$ cat config.mk
export PLATFORM = sky130hd
export DESIGN_NAME = mem_bus_arbiter
export DESIGN_NICKNAME = d
export VERILOG_FILES = /design/src/rtl/mem_bus_arbiter_pkg.sv /design/src/rtl/mem_bus_arbiter_timeout_cnt.sv /design/src/rtl/mem_bus_arbiter.sv
export SDC_FILE = /design/constraint.sdc
export NUM_CORES = 1
export LEC_CHECK = 0
export ABC_AREA = 1
export CORE_AREA = 4 4 125 127
export CTS_CLUSTER_DIAMETER = 40
export DETAILED_ROUTE_END_ITERATION = 16
export DIE_AREA = 0 0 129 131
export HOLD_SLACK_MARGIN = 0.15
export PLACE_DENSITY = 0.81
export SLEW_MARGIN = 20
export SYNTH_ARGS = -nofsm -noshare
export SYNTH_HDL_FRONTEND = slang
export SYNTH_SLANG_ARGS = --single-unit
$ cat constraint.sdc
create_clock -name clk -period 2.8 [get_ports clk]
set_clock_uncertainty 0.05 [all_clocks]
set_input_delay 0.56 -clock clk [delete_from_list [all_inputs] [get_ports clk]]
set_output_delay 0.56 -clock clk [all_outputs]
set_load 0.005 [all_outputs]
$ cat src/rtl/mem_bus_arbiter_pkg.sv
// Shared widths, enable constants, FSM encoding and bus control payload for the memory bus arbiter.
package mem_bus_arbiter_pkg;

    localparam int unsigned REG_BUS_W       = 32;
    localparam int unsigned INST_ADDR_BUS_W = 32;
    localparam int unsigned SEL_W           = 4;

    localparam logic CHIP_ENABLE   = 1'b1;
    localparam logic CHIP_DISABLE  = 1'b0;
    localparam logic WRITE_ENABLE  = 1'b1;
    localparam logic WRITE_DISABLE = 1'b0;

    localparam logic [SEL_W-1:0] SEL_ALL = {SEL_W{1'b1}};

    typedef enum logic [1:0] {
        ST_IDLE = 2'd0,
        ST_DATA = 2'd1,
        ST_INST = 2'd2
    } arb_state_e;

    // Control half of a bus request; address and data are parameter-width and kept separate.
    typedef struct packed {
        logic             ce;
        logic             we;
        logic [SEL_W-1:0] sel;
    } bus_ctl_t;

    // Bits needed to hold 0..max_val, never less than one.
    function automatic int unsigned cnt_width(input int unsigned max_val);
        int unsigned w;
        w = $clog2(max_val + 1);
        return (w == 0) ? 1 : w;
    endfunction

endpackage

$ cat src/rtl/mem_bus_arbiter_timeout_cnt.sv
// Loadable down-counter that flags the last cycle of an ack wait window.
module bus_timeout_cnt
    import mem_bus_arbiter_pkg::*;
#(
    parameter int unsigned LIMIT = 255
) (
    input  logic clk,
    input  logic rst,
    input  logic load_i,
    input  logic en_i,
    output logic expire_c_o
);

    localparam int unsigned        CNT_W    = cnt_width(LIMIT);
    localparam logic [CNT_W-1:0]   LOAD_VAL = CNT_W'(LIMIT);

    logic [CNT_W-1:0] cnt_q;
    logic [CNT_W-1:0] cnt_d;

    // Reload on a new grant, otherwise count down while a transaction is outstanding.
    always_comb begin
        cnt_d = cnt_q;
        if (load_i) begin
            cnt_d = LOAD_VAL;
        end else if (en_i && (cnt_q != '0)) begin
            cnt_d = cnt_q - CNT_W'(1);
        end
    end

    // Counter register.
    always_ff @(posedge clk or negedge rst) begin
        if (!rst) begin
            cnt_q <= '0;
        end else begin
            cnt_q <= cnt_d;
        end
    end

    // A limit of zero loads zero, so the counter never reaches one and never expires.
    assign expire_c_o = en_i && (cnt_q == CNT_W'(1));

endmodule

$ cat src/rtl/mem_bus_arbiter.sv
// Shares one external memory bus between instruction fetch and load/store, data port first.
module mem_bus_arbiter
    import mem_bus_arbiter_pkg::*;
#(
    parameter int unsigned ADDR_W      = INST_ADDR_BUS_W,
    parameter int unsigned DATA_W      = REG_BUS_W,
    parameter int unsigned ACK_TIMEOUT = 255
) (
    input  logic              clk,
    input  logic              rst,
    input  logic              if_ce_i,
    input  logic [ADDR_W-1:0] if_addr_i,
    output logic [DATA_W-1:0] if_rdata_o,
    input  logic              d_ce_i,
    input  logic              d_we_i,
    input  logic [SEL_W-1:0]  d_sel_i,
    input  logic [ADDR_W-1:0] d_addr_i,
    input  logic [DATA_W-1:0] d_wdata_i,
    output logic [DATA_W-1:0] d_rdata_o,
    input  logic              pipe_stall_i,
    input  logic              flush_i,
    output logic              stallreq_if_o,
    output logic              stallreq_mem_o,
    output logic              bus_ce_o,
    output logic              bus_we_o,
    output logic [SEL_W-1:0]  bus_sel_o,
    output logic [ADDR_W-1:0] bus_addr_o,
    output logic [DATA_W-1:0] bus_wdata_o,
    input  logic [DATA_W-1:0] bus_rdata_i,
    input  logic              bus_ack_i,
    output logic              bus_err_o
);

    arb_state_e        state_q,    state_d;
    bus_ctl_t          bus_ctl_q,  bus_ctl_d;
    logic [ADDR_W-1:0] bus_addr_q, bus_addr_d;
    logic [DATA_W-1:0] bus_wdata_q, bus_wdata_d;
    logic [DATA_W-1:0] d_rdata_q,  d_rdata_d;
    logic [DATA_W-1:0] if_rdata_q, if_rdata_d;
    logic              d_done_q,   d_done_d;
    logic              if_done_q,  if_done_d;
    logic              disc_q,     disc_d;
    logic              err_q,      err_d;

    logic d_pend_c;
    logic if_pend_c;
    logic busy_c;
    logic expire_c;
    logic finish_c;
    logic discard_c;
    logic grant_data_c;
    logic grant_inst_c;

    assign d_pend_c  = d_ce_i  & ~d_done_q;
    assign if_pend_c = if_ce_i & ~if_done_q;
    assign busy_c    = (state_q != ST_IDLE);
    assign finish_c  = busy_c & (bus_ack_i | expire_c);
    // A flush marks the running transaction as stale; it still has to finish on the bus.
    assign discard_c = disc_q | flush_i;

    // Ack-wait watchdog, restarted on every grant.
    bus_timeout_cnt #(
        .LIMIT (ACK_TIMEOUT)
    ) u_timeout (
        .clk        (clk),
        .rst        (rst),
        .load_i     (grant_data_c | grant_inst_c),
        .en_i       (busy_c),
        .expire_c_o (expire_c)
    );

    // Next-state, grant, completion and bus-latch logic.
    always_comb begin
        state_d      = state_q;
        bus_ctl_d    = bus_ctl_q;
        bus_addr_d   = bus_addr_q;
        bus_wdata_d  = bus_wdata_q;
        d_rdata_d    = d_rdata_q;
        if_rdata_d   = if_rdata_q;
        d_done_d     = d_done_q;
        if_done_d    = if_done_q;
        disc_d       = disc_q;
        err_d        = 1'b0;
        grant_data_c = 1'b0;
        grant_inst_c = 1'b0;

        // Pipeline advance or flush means the next request is a new one.
        if (!pipe_stall_i || flush_i) begin
            d_done_d  = 1'b0;
            if_done_d = 1'b0;
        end

        unique case (state_q)
            ST_IDLE: begin
                if (d_pend_c) begin
                    grant_data_c = 1'b1;
                end else if (if_pend_c) begin
                    grant_inst_c = 1'b1;
                end
            end
            ST_DATA: begin
                if (finish_c) begin
                    err_d = ~bus_ack_i;
                    if (!discard_c) begin
                        d_done_d = 1'b1;
                        if (!bus_ctl_q.we) begin
                            d_rdata_d = bus_ack_i ? bus_rdata_i : '0;
                        end
                        grant_inst_c = if_pend_c;
                    end
                end
            end
            ST_INST: begin
                if (finish_c) begin
                    err_d = ~bus_ack_i;
                    if (!discard_c) begin
                        if_done_d    = 1'b1;
                        if_rdata_d   = bus_ack_i ? bus_rdata_i : '0;
                        grant_data_c = d_pend_c;
                    end
                end
            end
            default: begin
                state_d = ST_IDLE;
            end
        endcase

        if (grant_data_c) begin
            state_d     = ST_DATA;
            bus_ctl_d   = '{ce: CHIP_ENABLE, we: d_we_i, sel: d_sel_i};
            bus_addr_d  = d_addr_i;
            bus_wdata_d = d_wdata_i;
            disc_d      = flush_i;
        end else if (grant_inst_c) begin
            state_d     = ST_INST;
            bus_ctl_d   = '{ce: CHIP_ENABLE, we: WRITE_DISABLE, sel: SEL_ALL};
            bus_addr_d  = if_addr_i;
            bus_wdata_d = '0;
            disc_d      = flush_i;
        end else if (finish_c) begin
            state_d     = ST_IDLE;
            bus_ctl_d   = '{ce: CHIP_DISABLE, we: WRITE_DISABLE, sel: '0};
            bus_addr_d  = '0;
            bus_wdata_d = '0;
            disc_d      = 1'b0;
        end else if (busy_c && flush_i) begin
            disc_d = 1'b1;
        end
    end

    // State, latched bus request, done flags and read-data registers.
    always_ff @(posedge clk or negedge rst) begin
        if (!rst) begin
            state_q     <= ST_IDLE;
            bus_ctl_q   <= '0;
            bus_addr_q  <= '0;
            bus_wdata_q <= '0;
            d_rdata_q   <= '0;
            if_rdata_q  <= '0;
            d_done_q    <= 1'b0;
            if_done_q   <= 1'b0;
            disc_q      <= 1'b0;
            err_q       <= 1'b0;
        end else begin
            state_q     <= state_d;
            bus_ctl_q   <= bus_ctl_d;
            bus_addr_q  <= bus_addr_d;
            bus_wdata_q <= bus_wdata_d;
            d_rdata_q   <= d_rdata_d;
            if_rdata_q  <= if_rdata_d;
            d_done_q    <= d_done_d;
            if_done_q   <= if_done_d;
            disc_q      <= disc_d;
            err_q       <= err_d;
        end
    end

    assign bus_ce_o       = bus_ctl_q.ce;
    assign bus_we_o       = bus_ctl_q.we;
    assign bus_sel_o      = bus_ctl_q.sel;
    assign bus_addr_o     = bus_addr_q;
    assign bus_wdata_o    = bus_wdata_q;
    assign bus_err_o      = err_q;
    assign d_rdata_o      = d_rdata_q;
    assign if_rdata_o     = if_rdata_q;
    // Stall requests must react in the same cycle as the pipeline request.
    assign stallreq_mem_o = d_pend_c;
    assign stallreq_if_o  = if_pend_c;

endmodule
==> reports/qor.txt, run 1 <==
status -> finished clean
worst path bufs/invs -> 4
io pins -> 277
layout cells sized above 1 -> 7.87%
Critical Path, Cell by Cell -> clkdlybuf4s50_1 -> inv_1 -> or2_1 -> inv_1 -> clkdlybuf4s50_1
f_max -> 401 MHz
Worst VDD drop -> 0.515 mV
Levels on crit path -> 5
via/cell ratio -> 4.79
global route total overflow -> 0
Least-Margin Pin Slew -> 0.558 ns
Syn Std Cell Area -> 6610 sq um
Setup CP Type -> primary input to primary output
Slew HR -> 62.8%
initial antenna violation count -> 0
Die H -> 131 um
Final Cell Area -> 10200 sq um
detailed-route DRC error count -> 0
CP max stage cell -> clkdlybuf4s50_1
Synth Area per Inst -> 8.33 sq um
Die X-Extent -> 129 um
syn nets -> 941
placed cells -> 1233
synthesized instance count -> 794
Hold Path Depth -> 2
slowest stage delay, CP -> 0.51 ns
number of global-route vias before repair -> 5914
port buffer count -> 276
depth of the CTS H-tree -> 4
total negative slack -> 0 ns
clock slew seen by the registers of the worst setup and hold paths -> 0.06 ns
sequential area share after synthesis -> 56.0%
crit path time final -> 2.50 ns
Routed WL -> 19.3 mm
max cap viols -> 0
Static Leak -> 0.00496 uW
CTS Buf Count -> 17
Placer Congestion -> 0.846
Pwr per Cell Area -> 963 nW/um^2
CP endpoint kind -> primary output
cts repair resizes -> 0
row cnt -> 44
clock buffer depth -> 2
final hold violations -> 0
Max Slew Vio Count -> 0
drt first-iter violations -> 423
synth unique cells -> 29
Clock Sinks -> 148
CP top delay family -> buffers and inverters
WP data arrival -> 1.89 ns
Ant. Diodes -> 0
synthesis-stage register bit count -> 148
first-pass GRT wire length -> 30.0 mm
unrepaired setup endpoints after global routing -> false
post-detail-place hpwl -> 13.9 mm
ANT nets after route -> 0
Hold Crit Class -> flop to flop
Final Non-Filler Cells -> 1264
post-CTS setup buffers -> 0
GRT Total Usage -> 22.5%
Final nets -> 1216
pin count of the biggest net entering global routing -> 71
Std-Cell Core Area -> 14400 sq um
synthesis-to-finish area growth -> 53.9%
Setup-failing EPs final -> 0
startpoint type of the worst setup path -> primary input
area post-placement -> 9570 sq um
reg2reg path depth -> 10
Max FO, Critical Path -> 3
Yosys Warn Count -> 0
filler instances -> 1110
first-pass iteration count of the detailed router -> 5
TritonCTS clock tree -> built
Critical Path RT -> 2.19 ns
CTS root buffer -> clkbuf_16
Clock Latency Late Sink -> 0.41 ns
final core occ -> 70.6%
routed vias -> 6050
Final Cycle Share -> 89.2%
Die ar. -> 16900 sq um
WL/cell -> 15.3 um
Initial Utilization -> 45.8%
==> path summary, 6_finish.rpt <==
| path | to | startpoint | slack [ns] |
|---|---|---|---|
| max | stallreq_mem_o | d_ce_i | 0.30 |
| min in group asynchronous | bus_wdata_o[17]$_DFFE_PN0P_ | rst | 0.64 |
| min reg2reg | bus_wdata_o[7]$_DFFE_PN0P_ | bus_wdata_o[7]$_DFFE_PN0P_ | 0.42 |
| max reg2reg | d_rdata_o[31]$_DFFE_PN0P_ | u_timeout.cnt_q[1]$_DFFE_PN0P_ | 0.67 |
| max in group asynchronous | d_rdata_o[9]$_DFFE_PN0P_ | rst | 1.36 |
| min | bus_wdata_o[7]$_DFFE_PN0P_ | bus_wdata_o[7]$_DFFE_PN0P_ | 0.42 |
==> layout by cell type, fill, tap and decap left out <==
cell type,synthesis,final
nand3_2,1,1
buf_4,7,9
nor2_2,2,1
nand3_1,15,15
nor2_1,118,118
clkdlybuf4s50_1,0,275
clkbuf_16,0,17
o21ai_2,24,24
dfrtp_1,148,148
o21ai_0,5,5
buf_12,0,8
nand2_4,2,2
buf_6,11,1
or2_2,1,1
inv_4,1,1
a21oi_2,2,2
clkinv_4,0,1
or2_1,3,3
dlygate4sd3_1,0,1
inv_1,55,55
nand2_1,322,322
nor2_4,0,1
nand2_2,1,1
nand4_1,1,1
nand3_4,1,1
clkbuf_8,0,3
ha_1,7,7
clkbuf_1,5,1
clkinv_2,1,4
bufinv_16,0,3
nand4_2,2,2
nor3b_1,1,1
clkinvlp_4,0,2
xor2_1,1,1
nand3b_1,1,1
o21ai_1,41,41
==> final cells by class <==
cell class	instances	area, sq um	area share (%)
tap	184	230	2.26
clock buffer	21	470	4.62
inverter	57	218	2.14
multi-input combinational	551	2430	23.8
timing repair buffer	294	3000	29.5
clock inverter	9	129	1.27
sequential	148	3700	36.4
==> power by group <==
part | internal [uW] | leakage [uW] | switching [uW]
registers | 2990 | 0.00192 | 479
clock network | 1460 | 0.000291 | 843
logic | 2170 | 0.00276 | 1850
==> metrics by stage <==
step	hold WS (ns)	worst slack, ns	total power, uW
detailed placement	0.408	0.308	7540
floorplan	0.214	1.06	5160
global placement	0.402	0.306	7430
global route	0.445	0.227	10400
finish	0.419	0.304	9800
CTS	0.422	0.299	9910
==> metal layers <==
metal	vias up	routed length (um)	global-route usage, %
met5	-	0	0
met4	0	469	7.97
met3	38	1280	6.14
met2	227	9870	38.7
met1	2815	7670	27.4
li1	2970	-	-
==> cells by family after synthesis <==
kind of cell / Yosys count / share of synthesized area [%]
AOI/OAI and AO/OA: 72 / 6.93
xor gates and xnor gates: 1 / 0.132
and+or+nand+nor: 471 / 28.2
buffers and inverters: 95 / 7.38
adders and majority gates: 7 / 1.32
DFF: 148 / 56.0
==> cell usage after synthesis (all sizes together) <==
| library cell | n | area share, % |
|---|---|---|
| ha | 7 | 1.3 |
| nand2 | 325 | 19 |
| nor2 | 120 | 6.9 |
| nor3b | 1 | 0.11 |
| nand4 | 3 | 0.47 |
| buf | 32 | 3.7 |
| o21ai | 70 | 6.7 |
| or2 | 4 | 0.38 |
| dfrtp | 148 | 56 |
| a21oi | 2 | 0.26 |
| xor2 | 1 | 0.13 |
| nand3 | 17 | 1.6 |
| inv | 56 | 3.2 |
| clkinv | 1 | 0.076 |
| clkbuf | 6 | 0.36 |
| nand3b | 1 | 0.11 |
==> flip-flops by register name, indices dropped and copies added, names as in the netlist <==
register and flops:
bus_addr_o 32, bus_ce_o 1, bus_err_o 1, bus_sel_o 4, bus_wdata_o 32, bus_we_o 1
d_done_q 1, d_rdata_o 32, disc_q 1, if_done_q 1, if_rdata_o 32, state_q 2
u_timeout.cnt_q 8
==> tightest hold or removal path, cell delays in order (launching register included) <==
cell and delay, ns:
dfrtp_1 0.34, nand2_1 0.05, nand2_1 0.04
==> timing repair <==
item,4_1_cts,5_1_grt
endpoints found under the hold margin,52,0
hold buffers,1,0
setup endpoints to repair,0,0
(Power assumes the default switching activity.)
==> run 2: changes to the inputs <==
--- a/config.mk
+++ b/config.mk
@@ -7,7 +7,8 @@
 export LEC_CHECK = 0
 export ABC_AREA = 1
 export CORE_AREA = 4 4 125 127
-export CTS_CLUSTER_DIAMETER = 40
+export CTS_CLUSTER_DIAMETER = 120
+export CTS_CLUSTER_SIZE = 30
 export DETAILED_ROUTE_END_ITERATION = 16
 export DIE_AREA = 0 0 129 131
 export HOLD_SLACK_MARGIN = 0.15
==> results of run 2 <==
The final DEF is identical to that of run 1; final timing and power are the same.
==> run 3: changes to the inputs <==
--- a/config.mk
+++ b/config.mk
@@ -11,6 +11,7 @@
 export CTS_CLUSTER_SIZE = 30
 export DETAILED_ROUTE_END_ITERATION = 16
 export DIE_AREA = 0 0 129 131
+export GPL_TIMING_DRIVEN = 1
 export HOLD_SLACK_MARGIN = 0.15
 export PLACE_DENSITY = 0.81
 export SLEW_MARGIN = 20
==> results of run 3 <==
The final DEF is identical to that of run 1; final timing and power are the same.
